[config.mk]
export PLATFORM = sky130hd
export DESIGN_NAME = pipe_adder
export DESIGN_NICKNAME = d
export VERILOG_FILES = /design/src/rtl/pipe_adder.sv
export SDC_FILE = /design/constraint.sdc
export NUM_CORES = 1
export LEC_CHECK = 0
export CAP_MARGIN = 20
export CORE_ASPECT_RATIO = 0.75
export CORE_UTILIZATION = 50
export CTS_CLUSTER_DIAMETER = 200
export CTS_CLUSTER_SIZE = 12
export DETAILED_ROUTE_END_ITERATION = 8
export DONT_BUFFER_PORTS = 1
export PLACE_DENSITY = 0.64
export SYNTH_ARGS = -nofsm -noshare
export SYNTH_HDL_FRONTEND = slang
export SYNTH_SLANG_ARGS = --single-unit
[constraint.sdc]
create_clock -name clk -period 3.03 [get_ports clk]
set_input_delay 0.1515 -clock clk [delete_from_list [all_inputs] [get_ports clk]]
set_output_delay 0.1515 -clock clk [all_outputs]
set_load 0.03 [all_outputs]
[src/rtl/pipe_adder.sv]
// rtl/pipe_adder.sv - pipelined slice-wise ripple-carry add/subtract unit with valid/ready handshake
//
// Ports:
//   clk        clock, all state updates on the rising edge
//   rst        asynchronous active-high reset, flushes every in-flight operation
//   ai, bi     WIDTH-bit operands
//   ci         carry-in (add) or borrow-in (sub)
//   sub        0 = ai + bi + ci, 1 = ai - bi - ci
//   in_valid   operand set present
//   in_ready   operand set accepted this cycle (combinational from out_valid/out_ready)
//   so         WIDTH-bit result
//   co         carry-out of the top slice; on sub, 1 = no borrow
//   ov         two's-complement signed overflow
//   out_valid  so/co/ov hold a valid result
//   out_ready  consumer takes the result this cycle
module pipe_adder #(
  parameter int WIDTH  = 16,
  parameter int STAGES = 4
) (
  input  logic             clk,
  input  logic             rst,
  input  logic [WIDTH-1:0] ai,
  input  logic [WIDTH-1:0] bi,
  input  logic             ci,
  input  logic             sub,
  input  logic             in_valid,
  output logic             in_ready,
  output logic [WIDTH-1:0] so,
  output logic             co,
  output logic             ov,
  output logic             out_valid,
  input  logic             out_ready
);

  localparam int STAGES_SAFE = (STAGES < 1) ? 1 : STAGES;
  localparam int SW          = WIDTH / STAGES_SAFE;
  localparam int LAST        = STAGES_SAFE - 1;

  generate
    if ((STAGES < 1) || (STAGES > WIDTH) || ((WIDTH % STAGES_SAFE) != 0)) begin : g_bad_cfg
      $error("pipe_adder: WIDTH must be a multiple of STAGES and 1 <= STAGES <= WIDTH");
    end
  endgenerate

  // Per-stage registers. a_q/b_q are the skew registers carrying operands
  // forward; s_q is the deskew word where finished result slices accumulate.
  logic [WIDTH-1:0] a_q [STAGES_SAFE];
  logic [WIDTH-1:0] b_q [STAGES_SAFE];
  logic [WIDTH-1:0] s_q [STAGES_SAFE];
  logic             c_q [STAGES_SAFE];
  logic             v_q [STAGES_SAFE];
  logic             ov_q;

  // What each stage sees on its input side, and what it will register.
  logic [WIDTH-1:0] st_a [STAGES_SAFE];
  logic [WIDTH-1:0] st_b [STAGES_SAFE];
  logic [WIDTH-1:0] st_s [STAGES_SAFE];
  logic             st_c [STAGES_SAFE];
  logic             st_v [STAGES_SAFE];
  logic [WIDTH-1:0] nx_s [STAGES_SAFE];
  logic             nx_c [STAGES_SAFE];
  logic             nx_ov;
  logic [SW:0]      slice_sum;
  logic             advance;

  // Whole pipeline moves together; a stall freezes bubbles in place too.
  assign advance  = !v_q[LAST] || out_ready;
  assign in_ready = advance;

  always_comb begin
    // Subtraction is A + ~B + ~borrow, folded in before the first slice.
    st_a[0] = ai;
    st_b[0] = bi ^ {WIDTH{sub}};
    st_c[0] = ci ^ sub;
    st_s[0] = '0;
    st_v[0] = in_valid;
    for (int k = 1; k < STAGES_SAFE; k++) begin
      st_a[k] = a_q[k-1];
      st_b[k] = b_q[k-1];
      st_s[k] = s_q[k-1];
      st_c[k] = c_q[k-1];
      st_v[k] = v_q[k-1];
    end

    slice_sum = '0;
    for (int k = 0; k < STAGES_SAFE; k++) begin
      slice_sum = {1'b0, st_a[k][k*SW +: SW]}
                + {1'b0, st_b[k][k*SW +: SW]}
                + {{SW{1'b0}}, st_c[k]};
      nx_s[k]              = st_s[k];
      nx_s[k][k*SW +: SW]  = slice_sum[SW-1:0];
      nx_c[k]              = slice_sum[SW];
    end

    // a ^ b ^ sum at the MSB recovers the carry into the MSB; XOR with the
    // carry out of the MSB gives signed overflow.
    nx_ov = st_a[LAST][WIDTH-1] ^ st_b[LAST][WIDTH-1]
          ^ nx_s[LAST][WIDTH-1] ^ nx_c[LAST];
  end

  always_ff @(posedge clk or posedge rst) begin
    if (rst) begin
      for (int k = 0; k < STAGES_SAFE; k++) begin
        a_q[k] <= '0;
        b_q[k] <= '0;
        s_q[k] <= '0;
        c_q[k] <= 1'b0;
        v_q[k] <= 1'b0;
      end
      ov_q <= 1'b0;
    end else if (advance) begin
      for (int k = 0; k < STAGES_SAFE; k++) begin
        v_q[k] <= st_v[k];
        // Bubbles only move the valid bit; data registers keep their value.
        if (st_v[k]) begin
          a_q[k] <= st_a[k];
          b_q[k] <= st_b[k];
          s_q[k] <= nx_s[k];
          c_q[k] <= nx_c[k];
        end
      end
      if (st_v[LAST]) begin
        ov_q <= nx_ov;
      end
    end
  end

  assign so        = s_q[LAST];
  assign co        = c_q[LAST];
  assign ov        = ov_q;
  assign out_valid = v_q[LAST];

endmodule

After elaboration in Yosys (flattened, before gate mapping)
Cells that the tools add are included.
{ "classes": {"reduce_logical": 6, "n_addsub": 8, "bitwise": 5} }
{ "ops": {"columns": ["operator", "count"], "rows": [
  ["$add 4x4->5", 4],
  ["$add 5x1->5", 4],
  ["$xor 16x16->16", 1],
  ["$reduce_and 2->1", 4],
  ["$xor 1x1->1", 4],
  ["$logic_not 1->1", 1],
  ["$logic_or 1x1->1", 1]
]} }
{ "word_totals": {"in_bits": 38, "regBits": 145, "output_inout_bits": 20} }

Longest topological paths before layout
Gate-level depths: netlist (run 1).
{ "logic_depth": {"word_depth": 4, "ltp_mapped": 8, "depth_no_buf": 7} }

Worst setup path after synthesis (run 1)
No wires, ideal clock.
{ "synth_timing": {"path_kind": "in2reg", "start": "input sub", "end": "register c_q[3] in the netlist's numbering", "path_stages": 8, "arrival_time_ns": 1.840, "t_required_ns": 2.903, "slack_ns": 1.063, "n_path_buf": 2, "setup_ns": 0.127, "path_cell_list": "buf_2 > buf_4 > xor2_1 > fa_1 > fa_1 > a21o_1 > a21oi_1 > o21ai_0"} }
{ "synth_between": {"elab_chain_cells": 3, "word_cells_on_any_way": 4, "classes_between": "2 x add/sub; 2 x bitwise"} }
{ "synth_rtl": {"columns": ["element", "line_no", "source"], "rows": [
  ["from (decl)", "25", "input logic sub,"],
  ["$xor 16x16->16", "73", "st_b[0] = bi ^ {WIDTH{sub}};"],
  ["$add 4x4->5", "88", "+ {1'b0, st_b[k][k*SW +: SW]}"],
  ["$add 5x1->5 (*)", "89", "+ {{SW{1'b0}}, st_c[k]};"],
  ["to (signal, indexed assignment)", "119", "c_q[k] <= nx_c[k];"],
  ["to (decl)", "50", "logic c_q [STAGES_SAFE];"]
]} }
Every way passes the cells marked *; elsewhere a longest branch is shown, timed or not.
A chain may end at the register's enable or synchronous reset.

Worst setup path after layout (run 1)
{ "layout_timing": {"start": "register a_q[28] in the netlist's numbering", "end": "register ov_q (netlist: ov)"} }
{ "layout_between": {"elab_chain_cells": 4} }
{ "layout_rtl": {"columns": ["element", "line_no", "source"], "rows": [
  ["from (decl)", "47", "logic [WIDTH-1:0] a_q [STAGES_SAFE];"],
  ["from (signal, indexed assignment)", "116", "a_q[k] <= st_a[k];"],
  ["$add 4x4->5 (*)", "88", null],
  ["$add 5x1->5 (*)", "89", null],
  ["$xor 1x1->1", "98", "^ nx_s[LAST][WIDTH-1] ^ nx_c[LAST];"],
  ["$xor 1x1->1 (*)", "98", null],
  ["to (signal assigned)", "123", "ov_q <= nx_ov;"],
  ["to (decl)", "52", "logic ov_q;"]
]} }
Marks and branches as above.

==> results of run 1 <==
final timing paths:
path | start | to | slack (ns) | depth (start not counted)
worst max-delay path | a_q[28]$_DFFE_PP0P_ | ov$_DFFE_PP0P_ | 0.95 | 6
worst min-delay path | bi[13] | b_q[61]$_DFFE_PP0P_ | 0.006 | 2
worst max register to register | a_q[28]$_DFFE_PP0P_ | ov$_DFFE_PP0P_ | 0.95 | 6
worst min register to register | nx_s[9]$_DFFE_PP0P_ | nx_s[9]$_DFFE_PP0P_ | 0.48 | 2
max in group asynchronous | rst | b_q[30]$_DFFE_PP0P_ | 1.82 | 3
min in group asynchronous | rst | so[5]$_DFFE_PP0P_ | 0.46 | 2
Yosys cell counts:
| cell type | number |
|---|---|
| a21o_1 | 8 |
| inv_1 | 5 |
| xor2_1 | 10 |
| buf_2 | 3 |
| clkbuf_2 | 1 |
| dfrtp_1 | 97 |
| mux2_2 | 63 |
| nand2b_1 | 1 |
| o21ai_0 | 26 |
| xnor2_1 | 16 |
| nand2_1 | 32 |
| nand2_2 | 2 |
| mux2_4 | 3 |
| buf_4 | 7 |
| nand2_4 | 2 |
| fa_1 | 8 |
| buf_6 | 2 |
| ha_1 | 12 |
| nor2b_4 | 1 |
| inv_6 | 1 |
| mux2_1 | 1 |
| a21oi_1 | 8 |
state kept, by name (all words and copies together) (netlist names):
register / cells
so: 16
c_q: 3
a_q: 24
out_valid: 1
co: 1
b_q: 24
nx_s: 24
st_v: 3
ov: 1
cell usage in the layout, fill, tap and decap left out:
cell type and count:
dfrtp_1 97, mux2_2 63, nand2_1 32, o21ai_0 26, xnor2_1 16, dlygate4sd3_1 16
ha_1 12, xor2_1 10, clkbuf_16 9, a21o_1 8, a21oi_1 8, fa_1 8
inv_1 4, clkinv_2 4, mux2_4 3, nand2_4 2, nand2_2 2, buf_4 2
nor2b_4 1, inv_6 1, inv_4 1, nand2b_1 1, mux2_1 1, clkinvlp_4 1
clkinv_4 1
per-stage QoR:
step	util [%]	cell area [sq um]	hold WS, ns	cells
2_1_floorplan	-	4260	0.302	309
3_3_place_gp	53.5	4310	0.236	403
3_5_place_dp	53.5	4310	0.246	403
4_1_cts	58.8	4730	0.00125	434
5_1_grt	58.8	4730	0.00254	434
6_report	58.8	4730	0.00602	434
timing repair:
item / CTS / global route
gates resized for setup: 0 / 0
endpoints found under the hold margin: 81 / 0
hold buffers: 16 / 0
endpoints found under the setup margin: 0 / 0
logic make-up (layout without fill, tap and decap cells):
| family | after synthesis | count (layout) |
|---|---|---|
| AND/OR/NAND/NOR | 38 | 38 |
| adder cells (fa/ha/maj) | 20 | 20 |
| XOR/XNOR | 26 | 26 |
| AO/OA/AOI/OAI | 42 | 42 |
| multiplexers | 67 | 67 |
| buffers and inverters | 19 | 39 |
| flip-flops | 97 | 97 |
critical path, delay by kind of cell (launching register included):
kind,cells,cell delay [ns]
adders and majority gates,2,0.91
AOI/OAI and AO/OA,3,0.49
DFF,1,0.40
xor gates and xnor gates,1,0.14
area by class of cell:
class	count	share of cell area, %
Sequential cell	97	51.3
Multi-Input combinational cell	193	36.1
Clock buffer	9	4.76
Timing Repair Buffer	18	3.70
Tap cell	105	2.77
Clock inverter	6	0.766
Inverter	6	0.634
report_power, final:
part           total (mW)  internal (mW)  switching [mW]
logic                1.63          0.904           0.728
clock network        1.00          0.547           0.458
registers            2.49           1.88           0.611
metal layers:
layer | global-route usage (%) | share of wire [%] | vias up
met5 | 0 | 0 | -
met4 | 5.68 | 1.1 | 0
met3 | 4.76 | 3.8 | 6
met2 | 24.6 | 41 | 47
met1 | 26.8 | 54 | 1104
li1 | - | - | 1084
==> results.ini, run 1 <==
[synth]
yosys.area.top_type = dfrtp_1
synth_seq_area_share_pct = 57.0
synth.top_cell.area_share_pct = 57.0
syn-cell-area_sq_um = 4260
yosysWarnings = 0
synthMuxAreaShare_pct = 18.0
syn-instance-count = 309
syn-num-nets = 367
synth_simple_gate_area_share_pct = 4.11
syn-mean-instance-area_sq_um = 13.8
synth_compound_area_share_pct = 5.41
synth_top_family_by_area = multiplexers
synth_xor_xnor_area_share_pct = 5.35
synth_cell_types = 22
synth_fa_ha_area_share_pct = 7.29
yosys-top-cells-area = dfrtp_1 (57%), mux2_2 (17%), fa_1 (3.8%), ha_1 (3.5%), xnor2_1 (3.3%)
ys_ff_latch = 97

[floorplan]
row_count = 28
die_area_sq_um = 8900
ios = 58
fp.dieH_microns = 81.9
initial_core_util_pct = 52.9
core-area_sq_um = 8060
die_x_microns = 109

[clock_network]
cts_inserted_buffers = 9
cts_tree = built
cts.sinks = 97
clk_latency_ns = 0.33
clockBufferDepth = 2
root_buffer = clkbuf_16
htreeDepth = 3
postCtsSetupBuffers = 0
clk_pin_slew_ns = 0.07

[sta]
finalClockSkew_ns = 0.00804
period_share_pct = 68.6
hold_viol_final = 0
rsz0062_at_grt = no
period_needed_ns = 2.08
max_slew_margin_pct = 45.4
fin_ws_ns = 0.952
finalMaxSlewViolations = 0
final.setup.tns_ns = 0
fmax_ghz = 0.481
tightest_slew_ns = 0.819
finalSetupViolations = 0

[drt]
drtIter0Drc = 68
wirelength_microns = 6940
drcViolationCount = 0
drtPass1Iterations = 4
vias = 2241
routed_via_density = 5.16
ant_nets = 0
wl_per_cell_microns = 16.0

[placement]
port_buffers = 0
place_ws_ns = 0.986
dp_hpwl_microns = 4780
routabilityCongestion = 0.744

[cells_and_area]
syn2layout_area_growth_pct = 11.2
drive_gt1_share_pct = 27.4
nets = 383
ff_latch_area_sq_um = 2430
diodes = 0
num-fill-cells = 676
multiInputGateArea_sq_um = 1710

[hold_path]
min_path_type = in2reg

[global_routing]
grt_pass1_vias = 2249
grt.total_usage_pct = 17.7
antenna_found_initial = 0
grt_remaining_overflow = 0
grt_max_degree = 68
grt_pass1_wl_microns = 11600

[critical_path]
crit_top_cell = fa_1
endpoint_kind = flip-flop
crit_type = reg2reg
crit_arrival_ns = 2.27
required_ns = 3.22
path_cells = fa_1, fa_1, a21o_1, a21oi_1, xnor2_1, o21ai_0
start_kind = flip-flop
cp_max_fo = 2
critPathMaxStageDelay_ns = 0.48
crit_slowest_cell = fa_1

[pwr]
vdd_drop_max_mv = 0.450
p_leak_nw = 2.15
power.density_nw_per_um2 = 1080
power.total_mw = 5.13

[job]
drv_cap = 0

[run_status]
status = finished clean

(Power assumes the default switching activity.)
==> inputs of run 2 (changes only) <==
--- a/config.mk
+++ b/config.mk
@@ -5,6 +5,7 @@
 export SDC_FILE = /design/constraint.sdc
 export NUM_CORES = 1
 export LEC_CHECK = 0
+export ABC_AREA = 1
 export CAP_MARGIN = 20
 export CORE_ASPECT_RATIO = 0.75
 export CORE_UTILIZATION = 50
@@ -12,7 +13,7 @@
 export CTS_CLUSTER_SIZE = 12
 export DETAILED_ROUTE_END_ITERATION = 8
 export DONT_BUFFER_PORTS = 1
-export PLACE_DENSITY = 0.64
+export PLACE_DENSITY = 0.67
 export SYNTH_ARGS = -nofsm -noshare
 export SYNTH_HDL_FRONTEND = slang
 export SYNTH_SLANG_ARGS = --single-unit
==> constraint.sdc (replaced) <==
create_clock -name clk -period 1.7 [get_ports clk]
set_input_delay 0.085 -clock clk [delete_from_list [all_inputs] [get_ports clk]]
set_output_delay 0.085 -clock clk [all_outputs]
set_load 0.03 [all_outputs]
==> results.ini, run 2 <==
[run_status]
status = finished, violations left
violations = DRC, setup timing

[synth]
yosys.area.top_type = dfrtp_1
synth_top_cells_by_count = nand2_1 (194), dfrtp_1 (97), o21ai_0 (31)
yosysWarnings = 0  ; unchanged
synth_edf_count = 0  ; unchanged
async_flop_share_pct = 100  ; unchanged
synth.top_cell.area_share_pct = 54.5  ; -2.5 points
syn-mean-instance-area_sq_um = 9.44  ; -32%
syn-num-nets = 530  ; +44%
synth_cell_types = 26  ; +18%
synth_seq_area_share_pct = 54.5  ; -2.5 points
yosys-top-cells-area = dfrtp_1 (54%), nand2_1 (16%), fa_1 (3.6%), o21ai_0 (3.5%), ha_1 (3.4%)
syn-cell-area_sq_um = 4460  ; +4.6%
syn-instance-count = 472  ; +53%
yosys_most_used_dff = dfrtp_1
yosysMostFrequentCell = nand2_1
ys_ff_latch = 97  ; unchanged

[sta]
hold_viol_final = 0  ; unchanged
tightest_slew_ns = 0.463  ; -0.355 ns
finalMaxSlewViolations = 0  ; unchanged
rsz0062_at_grt = yes
period_share_pct = 100  ; +32 points
fmax_ghz = 0.587  ; +22%
finalClockSkew_ns = 0.00561  ; -0.00243 ns
max_slew_margin_pct = 69.0  ; +24 points
finalSetupViolations = 1  ; +1
fin_ws_ns = -0.00388  ; -0.956 ns
period_needed_ns = 1.70  ; -0.374 ns
fin_hold_ws_ns = 0.0264  ; +0.0204 ns

[critical_path]
crit_top_cell = nand2_1
cp_top_family = adder cells
cp_max_fo = 3  ; +1
start_kind = flip-flop
critPathMaxStageDelay_ns = 0.43  ; -0.05 ns
crit_type = reg2reg
r2r_slack_ns = -0.004  ; -0.96 ns
endpoint_kind = flip-flop
crit_arrival_ns = 1.93  ; -0.34 ns
required_ns = 1.93  ; -1.29 ns
crit_slowest_cell = fa_2
critPathBufInv = 0  ; unchanged
path_cells = fa_2, fa_2, nand2_1, nand2_1, nand2_1, nand2_1, nand3_1, nand2_1

[drt]
drtPass1Iterations = 6  ; +2
wl_per_cell_microns = 13.3  ; -17%
vias = 2994  ; +34%
routed_via_density = 4.82  ; -6.6%
drcViolationCount = 9  ; +9
drtIter0Drc = 174  ; +160%
wirelength_microns = 8240  ; +19%
ant_nets = 0  ; unchanged

[global_routing]
antenna_found_initial = 0  ; unchanged
grt_pass1_wl_microns = 14600  ; +25%
grt_pass1_vias = 2971  ; +32%
grt.total_usage_pct = 20.2  ; +2.4 points
grt_remaining_overflow = 0  ; unchanged
grt_max_degree = 79  ; +16%

[pwr]
p_leak_nw = 2.58  ; +20%
power.density_nw_per_um2 = 1770  ; +63%
vdd_drop_max_mv = 0.838  ; +86%

[placement]
routabilityCongestion = 0.719  ; -3.3%
port_buffers = 0  ; unchanged
dp_hpwl_microns = 5500  ; +15%
postPlaceCellArea_sq_um = 4490  ; +4.2%

[floorplan]
ios = 58  ; unchanged
die_area_sq_um = 9300  ; +4.5%
die_x_microns = 111  ; +2.2%
fp.dieH_microns = 83.8  ; +2.2%
row_count = 29  ; +3.6%
core-area_sq_um = 8560  ; +6.3%
initial_core_util_pct = 52.0  ; -0.83 points

[cells_and_area]
syn2layout_area_growth_pct = 16.8
final_common_cell = nand2_1
mostFrequentLayoutCells = nand2_1 (194), dfrtp_1 (97), dlygate4sd3_1 (38), o21ai_0 (28), inv_1 (27)
drive_gt1_share_pct = 9.75  ; -18 points
nets = 566  ; +48%
diodes = 0  ; unchanged
final_area_sq_um = 5200  ; +9.9%

[clock_network]
root_buffer = clkbuf_16
cts_tree = built
cts_inserted_buffers = 9  ; unchanged
clockBufferDepth = 2  ; unchanged
cts.sinks = 97  ; unchanged
htreeDepth = 3  ; unchanged
clk_pin_slew_ns = 0.07  ; about the same
clk_latency_ns = 0.34  ; about the same

[hold_path]
min_path_type = in2reg

[job]
drv_cap = 0  ; unchanged

==> run 2: cell count changes in the layout (fill, tap and decap cells not counted), moves of 6 or more <==
| cell | previous run | this run |
|---|---|---|
| dlygate4sd3_1 | 16 | 38 |
| fa_2 | 0 | 6 |
| inv_1 | 4 | 27 |
| o21ai_1 | 0 | 12 |
| a21o_1 | 8 | 0 |
| mux2_2 | 63 | 0 |
| nor2_1 | 0 | 11 |
| nand2_1 | 32 | 194 |
| nand3_1 | 0 | 16 |
| fa_1 | 8 | 2 |
| o21ai_2 | 0 | 10 |
==> run 2: where the power goes <==
part	leakage (nW)	switching [mW]	internal (mW)
Clock	0.144	0.847	1.28
Sequential	1.21	0.936	3.23
Combinational	1.22	1.76	1.13
Total	2.58	3.54	5.65
==> run 2: logic make-up after synthesis <==
family,Yosys count,synth area share [%]
adders and majority gates,20,6.96
xor gates and xnor gates,18,3.54
DFF,97,54.5
and+or+nand+nor,228,20.9
AOI/OAI and AO/OA,59,7.78
buffers and inverters,50,6.32
==> run 2: final cells by class <==
type	instances	area (sq um)
Inverter	33	135
Fill cell	716	3360
Clock buffer	9	225
Timing Repair Buffer	42	423
Clock inverter	7	95.1
Tap cell	108	135
Sequential cell	97	2430
Multi-Input combinational cell	325	1760
==> run 2: per-layer routing <==
metal	track usage, %	routed length, microns	vias up	part of all wire (%)
li1	-	-	1544	-
met1	29.5	4290	1378	52
met2	29.2	3490	70	42
met3	5.59	420	2	5.1
met4	6.35	29	0	0.35
met5	0	0	-	0
==> run 2: per-stage QoR <==
stage               utilization (%)  TNS (ns)  std cells  power, mW  worst slack (ns)
global route                   60.8   -0.0938        621       9.98           -0.0938
CTS                            60.7  -0.00361        621       9.27          -0.00361
global placement               52.5   -0.0243        567       6.86           -0.0243
floorplan                         -         0        472       6.45            0.0256
detailed placement             52.5   -0.0911        567       6.98           -0.0607
finish                         60.8  -0.00388        621       9.19          -0.00388
==> run 2: final timing paths <==
kind | end | depth (start not counted) | startpoint
worst max-delay path | ov$_DFFE_PP0P_ | 8 | c_q[1]$_DFFE_PP0P_
max in group asynchronous | a_q[58]$_DFFE_PP0P_ | 3 | rst
min in group asynchronous | nx_s[3]$_DFFE_PP0P_ | 2 | rst
worst max register to register | ov$_DFFE_PP0P_ | 8 | c_q[1]$_DFFE_PP0P_
worst min register to register | nx_s[19]$_DFFE_PP0P_ | 2 | nx_s[19]$_DFFE_PP0P_
worst min-delay path | st_v[2]$_DFFE_PP0N_ | 2 | in_valid
==> run 2: repair_timing <==
action	in CTS	in global routing
pin swaps	1	0
hold endpoints to repair	45	0
hold buffers	38	0
setup endpoints to repair	2	3
buffers inserted	0	0
resized for setup	2	3
